--- src/rtl/seq_shifter8b.sv ---
`default_nettype none
// +--------------------------------------------------------------------------+
// | seq_shifter8b : multi-cycle start/done shifter, one bit position per clk |
// | Optional rotate mode when SEQ_SHIFTER_ROTATE_EN is defined (adds rot).   |
// | Revision: 1.0                                                            |
// +--------------------------------------------------------------------------+
module seq_shifter8b #(
  parameter int WIDTH = 8,
  parameter int SW    = 3
) (
  input  logic             clk,
  input  logic             rst,
  input  logic             start,
  input  logic [WIDTH-1:0] a,
  input  logic [SW-1:0]    s,
  input  logic             lr,
`ifdef SEQ_SHIFTER_ROTATE_EN
  input  logic             rot,
`endif
  output logic [WIDTH-1:0] y,
  output logic             busy,
  output logic             done
);

  typedef enum logic [1:0] {
    ST_IDLE  = 2'd0,
    ST_SHIFT = 2'd1,
    ST_DONE  = 2'd2
  } state_t;

  localparam logic [SW-1:0] C_ONE = {{(SW-1){1'b0}}, 1'b1};

  state_t           state_q, state_d;
  logic [WIDTH-1:0] y_q, y_d;
  logic [SW-1:0]    cnt_q, cnt_d;
  logic             dir_q, dir_d;
  logic             done_q, done_d;
  logic             rot_q, rot_d;
  logic             fill_l, fill_r;

  // Fill bits are zero for logical shifts, the wrapped-out bit for rotates.
  always_comb begin
    fill_l = rot_q & y_q[WIDTH-1];
    fill_r = rot_q & y_q[0];
  end

  always_comb begin
    state_d = state_q;
    y_d     = y_q;
    cnt_d   = cnt_q;
    dir_d   = dir_q;
    rot_d   = rot_q;
    case (state_q)
      ST_IDLE: begin
        if (start) begin
          y_d     = a;
          cnt_d   = s;
          dir_d   = lr;
`ifdef SEQ_SHIFTER_ROTATE_EN
          rot_d   = rot;
`else
          rot_d   = 1'b0;
`endif
          state_d = (s != '0) ? ST_SHIFT : ST_DONE;
        end
      end
      ST_SHIFT: begin
        if (dir_q) y_d = {fill_r, y_q[WIDTH-1:1]};
        else       y_d = {y_q[WIDTH-2:0], fill_l};
        cnt_d = cnt_q - C_ONE;
        if (cnt_q == C_ONE) state_d = ST_DONE;
      end
      ST_DONE: state_d = ST_IDLE;
      default: state_d = ST_IDLE;
    endcase
    // done is registered so it is high exactly while the DONE state is held.
    done_d = (state_d == ST_DONE);
  end

  always_ff @(posedge clk) begin
    if (rst) begin
      state_q <= ST_IDLE;
      y_q     <= '0;
      cnt_q   <= '0;
      dir_q   <= 1'b0;
      rot_q   <= 1'b0;
      done_q  <= 1'b0;
    end else begin
      state_q <= state_d;
      y_q     <= y_d;
      cnt_q   <= cnt_d;
      dir_q   <= dir_d;
      rot_q   <= rot_d;
      done_q  <= done_d;
    end
  end

  assign y    = y_q;
  assign done = done_q;
  assign busy = (state_q != ST_IDLE);

endmodule
`default_nettype wire
--- config.mk ---
export PLATFORM = sky130hd
export DESIGN_NAME = seq_shifter8b
export DESIGN_NICKNAME = d
export VERILOG_FILES = /design/src/rtl/seq_shifter8b.sv
export SDC_FILE = /design/constraint.sdc
export NUM_CORES = 1
export LEC_CHECK = 0
export CAP_MARGIN = 20
export CORE_MARGIN = 2
export CORE_UTILIZATION = 35
export CTS_BUF_LIST = sky130_fd_sc_hd__clkbuf_4 sky130_fd_sc_hd__clkbuf_8
export DETAILED_ROUTE_END_ITERATION = 16
export HOLD_SLACK_MARGIN = 0.15
export PLACE_DENSITY_LB_ADDON = 0.05
export SETUP_SLACK_MARGIN = 0.2
export SKIP_CTS_REPAIR_TIMING = 1
export SYNTH_ARGS = -nofsm -noshare
export SYNTH_HDL_FRONTEND = slang
export SYNTH_SLANG_ARGS = --single-unit
export TNS_END_PERCENT = 100
--- constraint.sdc ---
create_clock -name clk -period 1.57 [get_ports clk]
set_clock_uncertainty 0.15 [all_clocks]
set_input_delay 0.2355 -clock clk [delete_from_list [all_inputs] [get_ports clk]]
set_output_delay 0.2355 -clock clk [all_outputs]
set_load 0.005 [all_outputs]
Yosys cells after proc, flatten, opt, wreduce, memory -nomap -nowiden
Cells that the tools add are included.
{"block": "op_classes", "n_addsub": 1, "n_eq_ne": 4, "mux": 9, "n_reduce_logical": 6}
{"operator": "$mux 8", "n": 2}
{"operator": "$pmux 8 s2", "n": 1}
{"operator": "$mux 2", "n": 3}
{"operator": "$pmux 3 s2", "n": 1}
{"operator": "$pmux 2 s2", "n": 1}
{"operator": "$reduce_and 2->1", "n": 2}
{"operator": "$reduce_bool 2->1", "n": 2}
{"operator": "$eq 3x1->1 const B", "n": 1}
{"operator": "$mux 3", "n": 1}
{"operator": "$reduce_bool 3->1", "n": 1}
{"operator": "$sub 3x1->3 const B", "n": 1}
{"operator": "$eq 2x1->1 const B", "n": 1}
{"operator": "$eq 2x2->1 const B", "n": 1}
{"operator": "$logic_not 2->1", "n": 1}
{"operator": "$ne 2x2->1 const B", "n": 1}
{"block": "totals", "regBits": 15, "inputBits": 15, "out_inout_bits": 10, "wordCells": 25}

Depth between registers and ports, before layout
Gate-level depths: netlist (run 1).
{"block": "logic_depth", "depth_word": 5, "ltp_mapped": 5, "ltp_nobuf": 5}

Least setup slack after synthesis (run 1)
No wires, ideal clock.
{"block": "synth_path", "kind": "reg-to-reg", "startpoint": "register state_q[0]", "endpoint": "register y_q[2] (netlist: y[2])", "setup_ns": 0.117, "arrival_time_ns": 1.022, "t_required_ns": 1.303, "path_slack_ns": 0.281, "stages_incl_launch_ff": 5, "path_buffers": 1, "synth_period_minus_slack_ns": 1.289, "cell_sequence": "dfxtp_1 nor2b_4 buf_6 or2_1 a32o_1"}
{"block": "synth_between", "elab_chain_cells": 3, "elab_cells_between_ends": 6, "classes_between": "eq/ne: 2; mux: 1; reduce/logical: 3"}
{"element": "from (decl)", "line": "33", "rtl": "state_t state_q, state_d;"}
{"element": "from (signal assigned)", "line": "89", "rtl": "state_q <= state_d;"}
{"element": "$eq 2x1->1 or $logic_not 2->1 (tied branches)", "line": "53", "rtl": "case (state_q)"}
{"element": "$reduce_bool 2->1 (no line) or $ne 2x2->1 (tied branches)"}
{"element": "$reduce_and 2->1 (no line)"}
{"element": "to (signal assigned)", "line": "90", "rtl": "y_q <= y_d;"}
{"element": "to (decl)", "line": "34", "rtl": "logic [WIDTH-1:0] y_q, y_d;"}
Several ways; a longest one is shown, not always the timed one.
A chain may end at the register's enable or synchronous reset.

Worst setup path after layout (run 1)
{"block": "layout_path", "startpoint": "register state_q[1]", "endpoint": "output port busy"}
{"block": "layout_between", "elab_chain_cells": 1}
{"element": "$reduce_bool 2->1", "line": "100", "rtl": "assign busy = (state_q != ST_IDLE);"}
{"element": "to (decl)", "line": "21", "rtl": "output logic busy,"}
No other way between the ends.

==> results of run 1 <==
[cell usage in the layout, fill, tap and decap left out, drive strengths merged, types with 4 or more instances in the layout]
| master | n |
|---|---|
| clkdlybuf4s50 | 13 |
| or2 | 7 |
| nand2 | 8 |
| inv | 5 |
| a32o | 6 |
| buf | 15 |
| dlymetal6s2s | 11 |
| nor2b | 4 |
| mux2i | 6 |
| dfxtp | 15 |
| nor3 | 4 |
[where the power goes]
| group | total, mW | leakage, nW | internal (mW) | switching [mW] |
|---|---|---|---|---|
| clock | 0.226 | 0.0177 | 0.0945 | 0.132 |
| combinational | 0.346 | 0.496 | 0.205 | 0.142 |
| sequential | 0.458 | 0.127 | 0.428 | 0.0306 |
| total | 1.03 | 0.641 | 0.727 | 0.304 |
[worst paths after layout]
| path | to | slack, ns | cells after the start |
|---|---|---|---|
| setup / recovery | busy | 0.15 | 2 |
| hold / removal | state_q[0] | 0.31 | 4 |
| setup reg to reg | cnt_q[0] | 0.19 | 4 |
| hold reg to reg | y[3] | 0.33 | 1 |
[registers in the layout, indices dropped and copies added, names as in the netlist]
signal / flops
done: 1
dir_q: 1
cnt_q: 3
y: 8
state_q: 2
[worst max-delay path: cells and delay by family (launching register included)]
family,cells,cell delay (ns)
flip-flops,1,0.33
AND/OR/NAND/NOR,1,0.28
buffers and inverters,1,0.15
[layout make-up]
| type | count | area [um^2] | area share, % |
|---|---|---|---|
| multi-input combinational | 63 | 493.0 | 38.67 |
| clock inverter | 1 | 5.005 | 0.3925 |
| tap | 28 | 35.03 | 2.748 |
| sequential | 15 | 312.8 | 24.53 |
| clock buffer | 3 | 22.52 | 1.766 |
| timing repair buffer | 39 | 387.9 | 30.42 |
| inverter | 5 | 18.77 | 1.472 |
[stage by stage]
step,hold slack [ns],utilization (%),worst slack [ns],instances,cell area [um^2]
after floorplan,0.2215,-,0.2810,87,819.5
after global placement,0.3390,50.17,-0.1009,140,1110
after detailed placement,0.3261,50.17,-0.1338,140,1110
after CTS,0.3395,51.41,-0.1578,144,1137
after global routing,0.3396,57.64,0.09749,154,1275
final,0.3097,57.64,0.1459,154,1275
[metal layers]
layer  track usage (%)  vias to the layer above  routed length (um)
li1                  -                      397                   -
met1             22.20                      356                1030
met2             25.00                       14                 971
met3             3.143                        2                  92
met4             5.128                        0                  12
met5                 0                        -                   0
[kinds of logic after synthesis]
logic type	synth area share, %
simple gates	24.73
compound gates	22.29
flops	36.64
buf+inv	5.952
mux	7.329
fa+ha+maj	3.053
==> results.toml, run 1 <==
[outcome]
status = "finished clean"

[global_routing]
antenna_found_initial = 0
grt_pass1_wl_um = 3298
grt_pass1_vias = 714
overflow = 0
grt_max_degree = 14
track_usage_pct = 16.09

[clock_tree]
insertion_delay_ns = 0.28
cts.sinks = 15
clk_path_buf_depth = 2
cts_tree = "built"
clockRootBuffer = "clkbuf_4"
cts_made_buffers = 3
cts.clk_slew.worst_paths_ns = 0.09
cts_htree_levels = 1

[yosys]
syn_inst = 87
synth_seq_cells = 15
synth_edf_count = 0
yosys_warnings = 0
syn_nets = 104
synth_top_cell_area_share_pct = 36.64
yosysMostFrequentCell = "dfxtp_1"
ys_seq_area_share_pct = 36.64
synth_commonest_cells = "15 x dfxtp_1, 8 x nand2_1, 6 x a32o_1, 6 x mux2i_1"
synthFlopType = "dfxtp_1"
synth_area_um2 = 819.5
yosys-top-cells-area = "dfxtp_1 37%, a32o_1 7.3%, mux2i_1 7.3%, o221a_1 4.1%, nand2_1 3.7%"
synth_cell_type_count = 32
syn_area_per_cell_um2 = 9.420
yosysTopAreaCell = "dfxtp_1"
async_reset_ff_share_pct = 0

[timing]
worst_pin_slew_ns = 0.3074
timing.fmax_mhz = 702.2
tns_ns = 0
setup_viol = 0
fin_crit_ns = 1.424
relSlewSlack_pct = 79.44
hold_viol_final = 0
final.period_utilization_pct = 90.71
rsz0062_at_grt = "true"
slew_violations = 0

[worst_setup_path]
end_kind = "output pin"
max_stage_delay_ns = 0.33
cpMaxStageDelayCell = "dfxtp_2"
cp_max_fo = 2
critPathKind = "reg2out"
path_cells = "or2_2 -> dlymetal6s2s_1"
critPathLaunch = "state_q[1]"
r2r-start = "state_q[1]"
arrival_ns = 1.04
cp.required_ns = 1.18
start_kind = "register"

[cells_and_area]
num-fill-cells = 207
drive_above_1_share_pct = 32.54
nNetsFinal = 144
area_growth_pct = 55.57
antennaDiodeCount = 0

[power_and_ir_drop]
leakagePower_nw = 0.6413
p_total_mw = 1.031
powerDensity_nw_per_um2 = 808.6
ir_drop_mv = 0.5504

[detailed_routing]
wl_per_cell_um = 13.68
first_pass_iters = 4
vias = 769
drc = 0
wirelength_um = 2106
vias_per_cell = 4.994
drt-initial-drc-count = 12
ant_nets = 0

[run]
cap_violations = 0

[die]
io_pins = 25
initial_core_util_pct = 37.05
die_h_um = 52.39
die_area_um2 = 2745
coreArea_um2 = 2212
num_rows = 17
die-width_um = 52.39

[place]
dpl.hpwl_um = 1473
gp_congestion = 0.8655
port_buffers = 24

[min_path]
holdCritPathClass = "in2reg"
min_from = "start"
(Power assumes the default switching activity.)
==> run 2, diff against run 1 <==
Settings changed: CORE_MARGIN 2 to 3.
==> run 2 against run 1 <==
Against the previous run: global-route usage shrank 0.75 points; sequential cell count unchanged; final cell count is 1.9% lower; die area grew 7.8%; non-clock buffer count shrank 2; largest power group unchanged; via count up 6.1%; first-iteration DRC count is 33% higher; worst setup slack got worse by 0.0082 ns; wire length rose by 8.9%.
==> results.toml, run 2 (synthesis results as in run 1) <==
[clock_tree]
clockRootBuffer = "clkbuf_4"
cts.sinks = 15
cts_tree = "built"
cts.clk_slew.worst_paths_ns = 0.09
insertion_delay_ns = 0.29
cts_made_buffers = 3
cts_htree_levels = 1
clk_path_buf_depth = 2

[place]
post-place-ws_ns = -0.1196
dpl.hpwl_um = 1487
port_buffers = 24
dpl-instance-area_um2 = 1124
gp_congestion = 0.8799

[timing]
worst_slack_ns = 0.1377
tns_ns = 0
relSlewSlack_pct = 78.89
final.period_utilization_pct = 91.23
hold_viol_final = 0
slew_violations = 0
timing.fmax_mhz = 698.2
setup_viol = 0
rsz0062_at_grt = "true"
fin_crit_ns = 1.432
worst_pin_slew_ns = 0.3157

[worst_setup_path]
critPathKind = "reg2out"
reg2reg_depth = 4
start_kind = "register"
r2r-start = "state_q[0]"
critPathLaunch = "state_q[1]"
end_kind = "output pin"
ff2ff_setup_slack_ns = 0.22
arrival_ns = 1.05
cp.required_ns = 1.18
r2r_end = "cnt_q[0]"
cp_max_fo = 2

[cells_and_area]
final_design_area_no_fill_um2 = 1301
antennaDiodeCount = 0
final_common_cell = "clkdlybuf4s50_1"
drive_above_1_share_pct = 33.06
largest_reg_flops = 8
area_growth_pct = 58.78
nNetsFinal = 142
mostFrequentLayoutCells = "13 x clkdlybuf4s50_1, 11 x dlymetal6s2s_1, 10 x dfxtp_2, 8 x nand2_1, 8 x buf_4"
final_util_pct = 62.50

[min_path]
min_from = "start"
min_path_cells = 4
holdPathEnd = "dir_q"
holdCritPathClass = "in2reg"

[detailed_routing]
drt-initial-drc-count = 16
drc = 0
ant_nets = 0
wirelength_um = 2293
wl_per_cell_um = 15.19
vias = 816
first_pass_iters = 4
vias_per_cell = 5.404

[global_routing]
grt_pass1_vias = 733
antenna_found_initial = 0
grt_max_degree = 14
overflow = 0
grt_pass1_wl_um = 3277
track_usage_pct = 15.34

[die]
initial_core_util_pct = 39.36
coreArea_um2 = 2082
die_h_um = 54.39
die_area_um2 = 2958
num_rows = 16
die-width_um = 54.39
io_pins = 25

[power_and_ir_drop]
leakagePower_nw = 0.6446
p_total_mw = 1.072
powerDensity_nw_per_um2 = 823.9
ir_drop_mv = 0.5599

[run]
cap_violations = 0

[outcome]
status = "finished clean"
-- run 2: cell types whose count changed in the layout (fill, tap and decap cells not counted) --
cell	change
nor2b_2	-1
clkbuf_4	+1
nor2b_4	+1
clkinv_2	-1
o22ai_2	+1
o22ai_1	-1
dfxtp_4	+1
or2_2	-3
buf_6	+3
dfxtp_1	-1
or2_4	+3
o21ba_4	+1
buf_4	-5
o21ba_2	-1
-- run 2: power by group --
group          internal (mW)  switching [mW]
clock network          0.116           0.128
logic                  0.214           0.150
registers              0.429          0.0349
-- run 2: through the flow --
step	std cells	hold WS, ns
floorplan	87	0.2215
detailed placement	141	0.3278
global placement	141	0.3345
CTS	145	0.3429
finish	151	0.3112
global route	151	0.3345
-- run 2: cell type report --
cell class	instances	area, um^2
multi-input cells	63	518.0
flip-flops and latches	15	316.6
fillers	190	780.7
well taps	27	33.78
clock buffers	4	30.03
repair buffers	37	384.1
inverters	5	18.77
-- run 2: worst max path at each step --
stage / to / slack (ns) / depth (start not counted)
CTS: busy / -0.16 / 2
global route: busy / 0.08 / 2
finish: busy / 0.14 / 2
floorplan: y[2] / 0.28 / 4
global placement: cnt_q[0] / -0.07 / 4
detailed placement: cnt_q[0] / -0.12 / 4
-- run 2: worst max-delay path, cell delays in order, from the launching register on --
cell and delay, ns:
dfxtp_2 0.34, or2_2 0.28, dlymetal6s2s_1 0.15
-- run 2: layer usage --
metal | vias to the layer above | track usage, % | part of all wire [%]
met2 | 28 | 24.30 | 44
met5 | - | 0 | 0
li1 | 397 | - | -
met3 | 5 | 5.722 | 5.3
met1 | 386 | 20.03 | 49
met4 | 0 | 2.490 | 1.1
==> run 3, diff against run 2 <==
Settings changed: CORE_ASPECT_RATIO from default to 1.25.
==> run 3 against run 2 <==
Against the previous run: utilization is 1.4 points lower; global-route usage shrank 0.29 points; non-clock buffer count rose by 2; sequential power fell by 1%; combinational power is 6.6% lower; power fell by 2.7%.
==> results.toml, run 3 (synthesis results as in run 1) <==
[clock_tree]
cts_htree_levels = 1
clockRootBuffer = "clkbuf_4"
cts_tree = "built"
insertion_delay_ns = 0.28
cts_made_buffers = 3
cts.clk_slew.worst_paths_ns = 0.09
clk_path_buf_depth = 2
cts.sinks = 15

[timing]
fin_crit_ns = 1.425
setup_viol = 0
hold_viol_final = 0
final.period_utilization_pct = 90.79
tns_ns = 0
relSlewSlack_pct = 81.13
rsz0062_at_grt = "true"
slew_violations = 0
timing.fmax_mhz = 701.6
worst_pin_slew_ns = 0.2821
worst_slack_ns = 0.1446

[global_routing]
grt_pass1_wl_um = 3339
grt_use_met3_pct = 3.491
antenna_found_initial = 0
grt_most_used_layer = "met2"
grt_max_degree = 14
overflow = 0
track_usage_pct = 15.04
grt_use_met2_pct = 24.52
grt_pass1_vias = 724
grt_use_met1_pct = 17.74

[detailed_routing]
drt-initial-drc-count = 15
wirelength_um = 2074
drc = 0
vias_per_cell = 5.181
wl_per_cell_um = 13.38
ant_nets = 0
vias = 803
first_pass_iters = 4

[power_and_ir_drop]
p_total_mw = 1.043
leakagePower_nw = 0.6400
ir_drop_mv = 0.4642
power.switching_mw = 0.3009
swShare_pct = 28.86
p_clk_share_pct = 23.5
combPwrFrac_pct = 32.7
p_int_mw = 0.7417
power_frac_seq_pct = 43.9
powerDensity_nw_per_um2 = 815.4

[cells_and_area]
regArea_um2 = 311.5
antennaDiodeCount = 0
num-fill-cells = 197
largest_reg_flops = 8
multi_input_area_um2 = 496.7
mostFrequentLayoutCells = "14 x buf_4, 13 x clkdlybuf4s50_1, 11 x dlymetal6s2s_1, 9 x dfxtp_2, 8 x nand2_1"
area_growth_pct = 56.03
layoutNonFillerInstCount = 155
drive_above_1_share_pct = 32.80
final_common_cell = "buf_4"
nNetsFinal = 143

[die]
die_h_um = 60.10
coreArea_um2 = 2095
num_rows = 18
die-width_um = 49.28
io_pins = 25
initial_core_util_pct = 39.13
die_area_um2 = 2962

[place]
port_buffers = 24
gp_congestion = 0.7420
dpl.hpwl_um = 1494
place_inst = 143
post-place-ws_ns = -0.1033

[worst_setup_path]
critPathKind = "reg2out"
end_kind = "output pin"
cp_max_fo = 5
cp.required_ns = 1.18
start_kind = "register"
arrival_ns = 1.04

[outcome]
status = "finished clean"

[run]
cap_violations = 0

[min_path]
holdCritPathClass = "in2reg"
run 3: cell count changes in the layout (fill, tap and decap cells not counted), moves of 2 or more:
cell     change
buf_4        +6
or2_4        -3
buf_6        -4
or2_2        +3
dfxtp_1      +2
run 3: cell type report:
cell class,instances,share of cell area (%)
clock buffer,4,2.348
inverter,5,1.468
multi-input combinational,62,38.85
sequential,15,24.36
tap,30,2.935
timing repair buffer,39,30.04
run 3: stage by stage:
stage	hold WS, ns	utilization (%)	cell area, um^2
floorplan	0.2215	-	819.5
global placement	0.3343	53.46	1120
detailed placement	0.3288	53.46	1120
CTS	0.3241	54.90	1150
global route	0.3054	61.05	1279
finish	0.2834	61.05	1279
run 3: critical path: stages, from the launching register on:
cell and delay, ns:
dfxtp_2 0.35, or2_2 0.26, dlymetal6s2s_1 0.15
run 3: final timing paths:
check	to	slack (ns)	cells past startpoint	from
min reg2reg	cnt_q[2]	0.34	2	cnt_q[2]
max	busy	0.14	2	state_q[0]
min	state_q[0]	0.28	4	start
max reg2reg	cnt_q[0]	0.17	4	state_q[0]
run 3: power groups by stage:
stage | Clock, mW | Combinational, mW | Sequential (mW)
after CTS | 0.254 | 0.306 | 0.459
after global placement | 0 | 0.301 | 0.467
after floorplan | 0 | 0.169 | 0.463
after global routing | 0.274 | 0.372 | 0.463
final | 0.245 | 0.340 | 0.458
after detailed placement | 0 | 0.305 | 0.468
run 3: per-layer routing:
metal	vias up	wire (um)
li1	395	-
met1	382	929
met2	24	983
met3	2	141
met4	0	20
met5	-	0
